===== src/rtl/nexys_starship_alien_spawner.sv =====
// Four-slot alien spawner: spawn/live/cooldown lifecycle per slot, plus lives, score and game-over tracking.
// Optional macro SPAWNER_DIFFICULTY_EN shortens alien lifetime as the score grows.
module nexys_starship_alien_spawner #(
   parameter int unsigned TIMEOUT  = 1000,
   parameter int unsigned COOLDOWN = 50,
   parameter int unsigned LIVES    = 3
) (
   input  logic       Clk,
   input  logic       Reset,
   input  logic       Start,
   input  logic       Tick,
   input  logic       top_random,
   input  logic       btm_random,
   input  logic       left_random,
   input  logic       right_random,
   input  logic       TR_random,
   input  logic       BR_random,
   input  logic       LR_random,
   input  logic       RR_random,
   input  logic [3:0] Shoot,
   output logic [3:0] alien_present,
   output logic [3:0] alien_armored,
   output logic       hit,
   output logic [1:0] lives,
   output logic [7:0] score,
   output logic       game_over
);

   typedef enum logic [1:0] {G_IDLE, G_PLAY, G_OVER} game_t;
   typedef enum logic [1:0] {S_EMPTY, S_ACTIVE, S_COOL} slot_t;

   localparam logic [15:0] TIMEOUT_L  = 16'(TIMEOUT);
   localparam logic [15:0] COOLDOWN_L = 16'(COOLDOWN);
   localparam logic [1:0]  LIVES_L    = 2'(LIVES);

   game_t       game_q;
   slot_t       slot_q  [4];
   logic [15:0] timer_q [4];
   logic [3:0]  armored_q;
   logic        hit_q;
   logic [1:0]  lives_q;
   logic [7:0]  score_q;

   logic [3:0]  spawn, arm_in, kill, tout;
   logic [2:0]  n_kill, n_tout;
   logic [8:0]  score_sum;
   logic [7:0]  score_d;
   logic [1:0]  lives_d;
   logic [15:0] load;

   assign spawn  = {right_random, left_random, btm_random, top_random};
   assign arm_in = {RR_random, LR_random, BR_random, TR_random};

`ifdef SPAWNER_DIFFICULTY_EN
   logic [1:0]  shift;
   logic [15:0] load_sh;
   assign shift   = (score_q[7:6] != 2'd0) ? 2'd3 : score_q[5:4];
   assign load_sh = TIMEOUT_L >> shift;
   assign load    = (load_sh == 16'd0) ? 16'd1 : load_sh;
`else
   assign load = TIMEOUT_L;
`endif

   // A non-armored shot pre-empts the timeout; an armored shot only strips armor.
   always_comb begin
      kill   = '0;
      tout   = '0;
      n_kill = '0;
      n_tout = '0;
      for (int i = 0; i < 4; i++) begin
         if (game_q == G_PLAY && lives_q != 2'd0 && slot_q[i] == S_ACTIVE) begin
            if (Shoot[i] && !armored_q[i])
               kill[i] = 1'b1;
            else if (Tick && timer_q[i] == 16'd1)
               tout[i] = 1'b1;
         end
         n_kill = n_kill + 3'(kill[i]);
         n_tout = n_tout + 3'(tout[i]);
      end
      score_sum = {1'b0, score_q} + {6'd0, n_kill};
      score_d   = score_sum[8] ? 8'hFF : score_sum[7:0];
      lives_d   = ({1'b0, lives_q} <= n_tout) ? 2'd0 : 2'({1'b0, lives_q} - n_tout);
   end

   always_ff @(posedge Clk or posedge Reset) begin
      if (Reset) begin
         game_q    <= G_IDLE;
         armored_q <= '0;
         hit_q     <= 1'b0;
         lives_q   <= LIVES_L;
         score_q   <= '0;
         for (int i = 0; i < 4; i++) begin
            slot_q[i]  <= S_EMPTY;
            timer_q[i] <= '0;
         end
      end else begin
         case (game_q)
            G_PLAY: begin
               if (lives_q == 2'd0) begin
                  game_q    <= G_OVER;
                  hit_q     <= 1'b0;
                  armored_q <= '0;
                  for (int i = 0; i < 4; i++) begin
                     slot_q[i]  <= S_EMPTY;
                     timer_q[i] <= '0;
                  end
               end else begin
                  hit_q   <= |tout;
                  lives_q <= lives_d;
                  score_q <= score_d;
                  for (int i = 0; i < 4; i++) begin
                     case (slot_q[i])
                        S_EMPTY: begin
                           if (Tick && spawn[i]) begin
                              slot_q[i]    <= S_ACTIVE;
                              timer_q[i]   <= load;
                              armored_q[i] <= arm_in[i];
                           end
                        end
                        S_ACTIVE: begin
                           if (kill[i] || tout[i]) begin
                              slot_q[i]    <= S_COOL;
                              timer_q[i]   <= COOLDOWN_L;
                              armored_q[i] <= 1'b0;
                           end else begin
                              if (Shoot[i])
                                 armored_q[i] <= 1'b0;
                              if (Tick)
                                 timer_q[i] <= timer_q[i] - 16'd1;
                           end
                        end
                        S_COOL: begin
                           if (Tick) begin
                              if (timer_q[i] == 16'd1) begin
                                 slot_q[i]  <= S_EMPTY;
                                 timer_q[i] <= '0;
                              end else begin
                                 timer_q[i] <= timer_q[i] - 16'd1;
                              end
                           end
                        end
                        default: begin
                           slot_q[i]  <= S_EMPTY;
                           timer_q[i] <= '0;
                        end
                     endcase
                  end
               end
            end
            default: begin
               hit_q     <= 1'b0;
               armored_q <= '0;
               for (int i = 0; i < 4; i++) begin
                  slot_q[i]  <= S_EMPTY;
                  timer_q[i] <= '0;
               end
               if (Start) begin
                  game_q  <= G_PLAY;
                  lives_q <= LIVES_L;
                  score_q <= '0;
               end
            end
         endcase
      end
   end

   always_comb begin
      alien_present = '0;
      for (int i = 0; i < 4; i++)
         alien_present[i] = (slot_q[i] == S_ACTIVE);
   end

   assign alien_armored = armored_q;
   assign hit           = hit_q;
   assign lives         = lives_q;
   assign score         = score_q;
   assign game_over     = (game_q == G_OVER);

endmodule


===== config.mk =====
export PLATFORM = sky130hd
export DESIGN_NAME = nexys_starship_alien_spawner
export DESIGN_NICKNAME = d
export VERILOG_FILES = /design/src/rtl/nexys_starship_alien_spawner.sv
export SDC_FILE = /design/constraint.sdc
export NUM_CORES = 1
export LEC_CHECK = 0
export BUFFER_PORTS_ARGS = -buffer_cell sky130_fd_sc_hd__buf_2
export CAP_MARGIN = 40
export CORE_MARGIN = 10
export CORE_UTILIZATION = 62
export CTS_BUF_LIST = sky130_fd_sc_hd__clkbuf_16
export DETAILED_ROUTE_END_ITERATION = 8
export PLACE_DENSITY = 0.81
export SLEW_MARGIN = 20
export SYNTH_ARGS = -nofsm -noshare
export SYNTH_HDL_FRONTEND = slang
export SYNTH_SLANG_ARGS = --single-unit

===== constraint.sdc =====
create_clock -name Clk -period 4.25 [get_ports Clk]
set_input_delay 0.2125 -clock Clk [delete_from_list [all_inputs] [get_ports Clk]]
set_output_delay 0.2125 -clock Clk [all_outputs]
set_load 0.005 [all_outputs]

==> qor.csv, run 1 <==
metric,value,unit
Starting Density,0.640,
Yosys reg bits,89,
Max VDD drop,0.297,mV
Final HPWL DP,10800,um
Starting DRT DRC Count,592,
CP Class,register to register,
layout cell share with drive strength beyond 1,0.116,
max cap viols,0,
"Req. time, crit path",4530,ps
CP Launch Type,register,
GPL Wtd Cong,0.918,
final setup fails,0,
area grow syn2layout,9.49,%
clk root buf,clkbuf_16,
# DRC,0,
Final Routed Wirelength,15200,um
unrepaired setup endpoints after global routing,false,
RR Startpoint,timer_q[46]$_DFFE_PP0P_,
Synth area leader,dfrtp_1,
Mapped Cells,721,
GRT Util Overall,0.213,
"Seq/Total Area, Yosys",0.375,
Num CTS Buffers,9,
worst-path maximum fanout,5,
Final Critical Period,3590,ps
clock sink total,89,
"top cells by count, synth","dfrtp_1, nor2_1, nand2_1",
Post-synth ARST share,1.00,
"Clk Latency, worst-skew pair",340,ps
Die Span Y,118,um
worst reg2reg endpoint,lives[1]$_DFFE_PP1P_,
port buffer count,35,
Clock H-tree levels,3,
IO Count,36,
first-pass GRT wire length,25700,um
Die X,118,um
Synth top area share,0.366,
Final Hold Violating Endpoints,0,
diode count,0,
Routed Antenna Nets,0,
Leak Pwr,2.92,nW
total gr overflow,0,
Synth Net Count,755,
Worst Skew,9.88,ps
Post-CTS Setup Repair Bufs,0,
vias in the first global route,5399,
fillers,745,
"EDFF count, synth",0,
hold buffers post-CTS,1,
WHS Path Cells,2,
Synth cell types,80,
total power,0.00442,W
largest net degree at the start of global routing,42,
Peak Freq,278,MHz
Avg WL per Cell,17.2,um
setup TNS,0,ps
NumNets Final,782,
Worst Setup End Kind,register,
Mapped Area,5950,um2
Post-CTS Resized,0,
Die Footprint,13900,um2
floorplan row count,35,
Max-slew headroom,0.459,
"reg-to-reg slack, setup",660,ps
clock buffer depth,2,
ranking of synthesized cells by area,"dfrtp_1, nor2_1, nand2_1",
Main synth FF type,dfrtp_1,
synth warn,0,
worst-margin pin slew,791,ps
r2r worst-path depth,13,
hold path start,LR_random,
Final Cycle Share,0.845,
Syn Area/Cell,8.25,um2
top-count cell post-synth,dfrtp_1,
Core ar.,9280,um2
drt pass-1 iters,8,
hold endpoint,alien_armored[2]$_DFFE_PP0P_,
via count,5742,
pwr dens,678,nW/um2
Worst Hold Class,input port to register,
detail-routed via count per cell,6.51,
outcome,finished clean,
CTS clock-pin slew for the worst setup and hold paths,70,ps
area of the multi-input gates,3430,um2
Register Area,2230,um2
"Arr. time, crit path",3870,ps
antenna violations before repair,0,
Pins Over Slew Limit,0,
CTS tree,built,
-- critical path: stages (launching register included) --
cell	delay [ps]
dfrtp_1	420
nor4_1	460
nor4b_2	470
and4_1	340
nand3_1	130
inv_1	120
fa_1	390
ha_1	190
ha_1	270
inv_1	40
ha_1	290
o21ai_0	200
nand4b_1	120
nand2_1	90
-- final cells by class --
class,instances,area share
inverters,37,0.0215
well taps,129,0.0248
flip-flops and latches,89,0.342
clock inverters,7,0.00711
clock buffers,9,0.0346
repair buffers,47,0.0427
multi-input cells,564,0.527
-- sequential cells by signal, summed over array words and instances (netlist names) --
register,count
game_q,2
lives,2
alien_armored,4
slot_q,8
hit,1
timer_q,64
score,8
-- kinds of logic after synthesis --
group | count (synthesis) | share of synthesized area
compound gates | 215 | 0.243
fa+ha+maj | 18 | 0.0429
buf+inv | 68 | 0.0486
mux | 3 | 0.00526
simple gates | 325 | 0.280
xor+xnor | 3 | 0.00442
flops | 89 | 0.375
-- per-stage QoR --
stage	util	setup WS, ps	cell area (um2)	hold WS, ps	std cells
finish	0.701	659	6510	95.0	882
global route	0.701	313	6510	91.5	882
CTS	0.701	711	6510	91.2	882
detailed placement	0.671	739	6230	182	865
global placement	0.667	876	6200	436	862
floorplan	-	806	5950	311	721
-- worst max-delay path by stage --
stage / startpoint / endpoint / depth (start not counted)
after floorplan: lives[1]$_DFFE_PP1P_ / score[0]$_DFFE_PP0P_ / 14
after global placement: timer_q[41]$_DFFE_PP0P_ / lives[0]$_DFFE_PP1P_ / 13
after detailed placement: timer_q[46]$_DFFE_PP0P_ / lives[1]$_DFFE_PP1P_ / 13
after CTS: timer_q[46]$_DFFE_PP0P_ / lives[1]$_DFFE_PP1P_ / 13
after global routing: timer_q[46]$_DFFE_PP0P_ / lives[1]$_DFFE_PP1P_ / 13
final: timer_q[46]$_DFFE_PP0P_ / lives[1]$_DFFE_PP1P_ / 13
-- where the power goes --
part	switching [W]	leakage (nW)	internal [W]
registers	0.000241	1.21	0.00104
logic	0.00158	1.57	0.000820
clock network	0.000346	0.135	0.000396
total	0.00216	2.92	0.00225
-- cells in the final DEF, fill, tap and decap left out, types with 4 or more instances in the layout --
cell type	instances
a211oi_1	4
a21o_1	6
a21oi_1	44
a31oi_1	10
a41oi_1	5
and2_1	5
and3_1	4
buf_2	36
buf_4	9
clkbuf_16	9
dfrtp_1	87
fa_1	4
ha_1	14
inv_1	37
nand2_1	70
nand2b_1	17
nand3_1	37
nand3b_1	5
nand4_1	15
nor2_1	74
nor2b_1	8
nor3_1	36
nor3b_1	5
nor4_1	9
o211ai_1	7
o21a_1	7
o21ai_0	52
o21ai_1	7
o22ai_1	7
o2bb2ai_1	7
o311ai_0	7
o31ai_1	13
or3_1	13
-- per-layer routing --
metal / track usage / vias up / wire length, um
met5: 0 / - / 0
li1: - / 2735 / -
met4: 0.0595 / 0 / 192
met2: 0.342 / 242 / 7120
met1: 0.288 / 2740 / 6910
met3: 0.0336 / 25 / 963
No activity file was read; power rests on OpenSTA's default activity.
==> run 2, diff against run 1 <==
--- a/config.mk
+++ b/config.mk
@@ -8,10 +8,10 @@
 export BUFFER_PORTS_ARGS = -buffer_cell sky130_fd_sc_hd__buf_2
 export CAP_MARGIN = 40
 export CORE_MARGIN = 10
-export CORE_UTILIZATION = 62
+export CORE_UTILIZATION = 56
 export CTS_BUF_LIST = sky130_fd_sc_hd__clkbuf_16
 export DETAILED_ROUTE_END_ITERATION = 8
-export PLACE_DENSITY = 0.81
+export PLACE_DENSITY = 0.77
 export SLEW_MARGIN = 20
 export SYNTH_ARGS = -nofsm -noshare
 export SYNTH_HDL_FRONTEND = slang
==> constraint.sdc (replaced) <==
create_clock -name Clk -period 3.3 [get_ports Clk]
set_input_delay 0.165 -clock Clk [delete_from_list [all_inputs] [get_ports Clk]]
set_output_delay 0.165 -clock Clk [all_outputs]
set_load 0.005 [all_outputs]
==> run 2 against run 1 <==
- clock-buffer cell count stayed put
- design area is 4.4% higher
- worst hold slack worse by 48 ps
- combinational power is 40% higher
- total power is 36% higher
- global-route usage is 0.60 points lower
- critical path depth is 1 higher
- critical path type unchanged
- largest cell class unchanged
==> qor.csv, run 2 (synthesized netlist as in run 1, its figures left out) <==
metric,value,unit,change
worst reg2reg endpoint,lives[1]$_DFFE_PP1P_,,
layout cell share with drive strength beyond 1,0.159,,+0.0436
Avg WL per Cell,17.5,um,+1.4%
port buffer count,35,,unchanged
Worst Skew,7.32,ps,-2.57 ps
Post-DP Area,6400,um2,+2.8%
Leak Pwr,3.07,nW,+5.0%
Logic pwr share,0.560,,+0.017
Starting Density,0.576,,-0.0645
hold path start,LR_random,,
fillers,831,,+12%
vias in the first global route,5409,,+0.19%
GPL Wtd Cong,0.907,,-1.2%
CTS tree,built,,
Max-slew headroom,0.427,,-0.0317
total gr overflow,0,,unchanged
"Req. time, crit path",3590,ps,-940 ps
Worst Hold Class,input port to register,,
Worst Setup End Kind,register,,
IO Count,36,,unchanged
WHS Path Cells,2,,unchanged
Routed Antenna Nets,0,,unchanged
Num CTS Buffers,9,,unchanged
"reg-to-reg slack, setup",80,ps,-580 ps
clock sink total,89,,unchanged
fin area,6790,um2,+4.4%
pwr dens,883,nW/um2,+30%
drt pass-1 iters,5,,-3
most frequent cells in the layout,"dfrtp_1, nor2_1, nand2_1",,
Internal,0.00317,W,+41%
area grow syn2layout,14.3,%,
Final Routed Wirelength,16000,um,+5.2%
Peak Freq,311,MHz,+12%
Pins Over Slew Limit,0,,unchanged
# DRC,0,,unchanged
CTS clock-pin slew for the worst setup and hold paths,70,ps,about the same
"Arr. time, crit path",3510,ps,-360 ps
Clock H-tree levels,3,,unchanged
worst-margin pin slew,858,ps,+67.0 ps
Starting DRT DRC Count,750,,+27%
Sw Share,0.472,,-0.0179
"most common cell after layout, fill and taps aside",dfrtp_1,,
NumNets Final,808,,+3.3%
Die Span Y,123,um,+4.3%
clock group share of total power,0.168,,about the same
Largest register FFs,64,,unchanged
outcome,finished clean,,
Final Hold Violating Endpoints,0,,unchanged
clock buffer depth,2,,unchanged
Final Cycle Share,0.975,,+0.130
clk root buf,clkbuf_16,,
GRT Util Overall,0.207,,-0.00597
max cap viols,0,,unchanged
sequential power share,0.273,,-0.016
sw power,0.00283,W,+31%
Final Critical Period,3220,ps,-374 ps
Register Area,2230,um2,+0.11%
Core ar.,10300,um2,+11%
floorplan row count,37,,+5.7%
final setup fails,0,,unchanged
"Clk Latency, worst-skew pair",340,ps,about the same
worst-path maximum fanout,3,,-2
diode count,0,,unchanged
RR Startpoint,timer_q[53]$_DFFE_PP0P_,,
CP Class,register to register,,
Max VDD drop,0.493,mV,+66%
hold endpoint,alien_armored[2]$_DFFE_PP0P_,,
area of the multi-input gates,3500,um2,+2.0%
total power,0.00600,W,+36%
CP Launch Type,register,,
Die X,123,um,+4.3%
largest net degree at the start of global routing,28,,-33%
r2r worst-path depth,14,,+1
via count,5883,,+2.5%
detail-routed via count per cell,6.43,,-1.2%
Final HPWL DP,11400,um,+6.0%
antenna violations before repair,0,,unchanged
Biggest register,timer_q,,
unrepaired setup endpoints after global routing,true,,
Die Footprint,15100,um2,+8.9%
first-pass GRT wire length,26100,um,+1.7%
[run 2: changes by cell type in the layout (fill, tap and decap cells not counted), moves of 3 or more]
cell and delta:
ha_1 -3, buf_4 +25, o21ai_1 +3, o21ai_0 -3
[run 2: worst max-delay path, cell delays in order, from the launching register on]
cell and delay [ps]:
dfrtp_1 420, nor4_4 310, and3b_1 210, nand4_1 160, nor4_2 390, buf_4 180
fa_1 390, ha_2 200, ha_4 260, inv_2 40, ha_4 260, nand3b_1 70
o21ai_1 80, nand4b_1 120, nand2_1 90
[run 2: stage by stage]
step | util | setup WS [ps] | instances | TNS (ps) | hold slack (ps)
2_1_floorplan | - | 74.0 | 721 | 0 | 264
3_3_place_gp | 0.617 | 104 | 891 | 0 | 352
3_5_place_dp | 0.620 | 41.7 | 894 | 0 | 158
4_1_cts | 0.649 | 32.7 | 911 | 0 | 44.8
5_1_grt | 0.658 | -123 | 915 | -214 | 60.2
6_report | 0.658 | 82.7 | 915 | 0 | 47.4
[run 2: repair_timing]
action	CTS	global route
hold buffers	1	0
buffers inserted	0	4
hold endpoints to repair	19	0
pin swaps	0	10
setup endpoints to repair	1	2
resized for setup	1	15
[run 2: worst max-delay path by stage]
stage	startpoint	endpoint	cells past startpoint
after detailed placement	timer_q[50]$_DFFE_PP0P_	lives[0]$_DFFE_PP1P_	13
after CTS	timer_q[46]$_DFFE_PP0P_	lives[0]$_DFFE_PP1P_	13
after floorplan	lives[1]$_DFFE_PP1P_	score[0]$_DFFE_PP0P_	14
final	timer_q[53]$_DFFE_PP0P_	lives[1]$_DFFE_PP1P_	14
after global placement	timer_q[50]$_DFFE_PP0P_	lives[0]$_DFFE_PP1P_	13
after global routing	timer_q[53]$_DFFE_PP0P_	lives[1]$_DFFE_PP1P_	14
[run 2: routing by layer]
| metal | vias to the layer above | track usage | part of all wire |
|---|---|---|---|
| met4 | 0 | 0.0531 | 0.012 |
| li1 | 2778 | - | - |
| met3 | 25 | 0.0456 | 0.062 |
| met1 | 2876 | 0.276 | 0.44 |
| met2 | 204 | 0.334 | 0.49 |
| met5 | - | 0 | 0 |
[run 2: final cells by class]
class | count | share of cell area
clock buffer | 9 | 0.0331
clock inverter | 7 | 0.00866
inverter | 37 | 0.0206
multi-input combinational | 564 | 0.515
sequential | 89 | 0.329
tap | 136 | 0.0250
timing repair buffer | 73 | 0.0692
[run 2: power groups by stage]
stage	Combinational, W	Sequential, W	Clock, W
2_1_floorplan	0.00235	0.00155	0
3_3_place_gp	0.00310	0.00161	0
3_5_place_dp	0.00320	0.00163	0
4_1_cts	0.00323	0.00161	0.00102
5_1_grt	0.00370	0.00167	0.00105
6_report	0.00336	0.00164	0.00101
==> run 3, diff against run 2 <==
--- a/config.mk
+++ b/config.mk
@@ -7,7 +7,7 @@
 export LEC_CHECK = 0
 export BUFFER_PORTS_ARGS = -buffer_cell sky130_fd_sc_hd__buf_2
 export CAP_MARGIN = 40
-export CORE_MARGIN = 10
+export CORE_ASPECT_RATIO = 0.5
 export CORE_UTILIZATION = 56
 export CTS_BUF_LIST = sky130_fd_sc_hd__clkbuf_16
 export DETAILED_ROUTE_END_ITERATION = 8
==> run 3 against run 2 <==
- via count shrank 1.1%
- maximum frequency is essentially flat
- critical path type unchanged
- cell count grew 0.55%
- sequential power is essentially flat
- utilization grew 1.5 points
- combinational power grew 1%
- worst hold slack lost 9.1 ps
- total power grew 2.3%
- clock-buffer cell count is the same
- die area shrank 27%
- setup slack gained 1.8 ps
- clock power grew 9%
- largest power group unchanged
==> qor.csv, run 3 (synthesized netlist as in run 1, its figures left out) <==
metric,value,unit,change
# DRC,0,,unchanged
Final Critical Period,3220,ps,-1.83 ps
Final HPWL DP,10600,um,-6.9%
worst-path maximum fanout,3,,unchanged
Core ar.,10200,um2,-0.74%
"most common cell after layout, fill and taps aside",dfrtp_1,,
diode count,0,,unchanged
NumNets Final,809,,+0.12%
floorplan row count,26,,-30%
Final Cycle Share,0.974,,about the same
total power,0.00614,W,+2.3%
Die Span Y,74.9,um,-39%
GRT Util Overall,0.279,,+0.0723
outcome,finished clean,,
area grow syn2layout,16.0,%,
via count,5820,,-1.1%
clock sink total,89,,unchanged
Worst Skew,8.17,ps,+0.859 ps
detail-routed via count per cell,6.33,,-1.6%
"Arr. time, crit path",3490,ps,-20 ps
Routed Antenna Nets,0,,unchanged
max cap viols,0,,unchanged
clock buffer depth,2,,unchanged
Final Hold Violating Endpoints,0,,unchanged
clk root buf,clkbuf_16,,
largest net degree at the start of global routing,42,,+50%
Worst Hold Class,input port to register,,
Starting Density,0.580,,+0.00429
Die X,148,um,+20%
worst setup margin,84.5,ps,+1.83 ps
crit-path max cell delay,460,ps,+40 ps
Pins Over Slew Limit,0,,unchanged
Leak Pwr,3.10,nW,+1.2%
Final Routed Wirelength,15300,um,-4.1%
drt pass-1 iters,6,,+1
most frequent cells in the layout,"dfrtp_1, nor2_1, nand2_1",,
Max VDD drop,0.422,mV,-14%
CP Launch Point,timer_q[53]$_DFFE_PP0P_,,
worst-margin pin slew,819,ps,-39.4 ps
Num CTS Buffers,9,,unchanged
CP Class,register to register,,
first-pass GRT wire length,24700,um,-5.3%
pre-CTS setup slack,40.4,ps,-1.32 ps
CP max-delay cell,fa_1,,
DP Cell Count,900,,+0.67%
hold_ws,38.3,ps,-9.15 ps
Die Footprint,11100,um2,-27%
antenna violations before repair,0,,unchanged
Largest register FFs,64,,unchanged
RR Startpoint,timer_q[53]$_DFFE_PP0P_,,
vias in the first global route,5206,,-3.8%
layout cell share with drive strength beyond 1,0.165,,+0.00621
setup TNS,0,ps,unchanged
Clock H-tree levels,3,,unchanged
CTS tree,built,,
area of the multi-input gates,3540,um2,+1.3%
GPL Wtd Cong,0.924,,+1.9%
Avg WL per Cell,16.6,um,-4.6%
CTS clock-pin slew for the worst setup and hold paths,60,ps,about the same
port buffer count,35,,unchanged
Peak Freq,311,MHz,about the same
pwr dens,891,nW/um2,+0.80%
worst-path cell chain,"nor4_4, and3b_1, nand4_1, nor4_4, fa_1, ha_2, ha_4, inv_1, ha_4, nor2b_4, o21ai_1, o21ai_1",,
CP Launch Type,register,,
"Clk Latency, worst-skew pair",350,ps,about the same
"Req. time, crit path",3570,ps,-20 ps
Worst Setup End Kind,register,,
final std cells w/o fill,920,,+0.55%
total gr overflow,0,,unchanged
Register Area,2230,um2,about the same
Starting DRT DRC Count,432,,-42%
Max-slew headroom,0.452,,+0.0248
Biggest register,timer_q,,
IO Count,36,,unchanged
hold path start,LR_random,,
fillers,841,,+1.2%
final setup fails,0,,unchanged
## run 3: repair_timing
action	CTS	global route
hold buffers	1	0
gates resized for setup	0	21
endpoints found under the setup margin	0	3
endpoints found under the hold margin	14	0
buffers inserted	0	3
## run 3: worst paths after layout
kind | to | slack [ps] | cells after the start
max in group asynchronous | timer_q[28]$_DFFE_PP0P_ | 2190 | 5
setup reg to reg | lives[0]$_DFFE_PP1P_ | 80 | 12
min in group asynchronous | timer_q[47]$_DFFE_PP0P_ | 300 | 3
hold / removal | alien_armored[2]$_DFFE_PP0P_ | 40 | 2
setup / recovery | lives[0]$_DFFE_PP1P_ | 80 | 12
hold reg to reg | timer_q[35]$_DFFE_PP0P_ | 490 | 1
## run 3: power by group
group          switching, W  total, W  internal, W
logic               0.00210   0.00340      0.00129
registers          0.000312   0.00165      0.00134
clock network      0.000443   0.00110     0.000657
total               0.00286   0.00614      0.00329
## run 3: stage by stage
step | util | area [um2]
finish | 0.673 | 6900
global route | 0.673 | 6900
CTS | 0.660 | 6760
detailed placement | 0.628 | 6440
global placement | 0.625 | 6400
floorplan | - | 5950
## run 3: cell type report
class	instances	area share
tap	140	0.0254
multi-input combinational	564	0.514
clock buffer	9	0.0327
sequential	89	0.323
inverter	37	0.0203
clock inverter	7	0.0125
timing repair buffer	74	0.0720
## run 3: worst max-delay path, delay by kind of cell (launching register included)
kind,cells,cell delay [ps]
buffers and inverters,1,60
AOI/OAI and AO/OA,2,210
adders and majority gates,4,1200
and+or+nand+nor,5,1240
DFF,1,430
## run 3: routing by layer
metal,GRT usage,part of all wire,up-vias
met5,0,0,-
met4,0.0790,0.014,0
met3,0.0582,0.054,31
met2,0.475,0.47,195
met1,0.368,0.47,2798
li1,-,-,2796
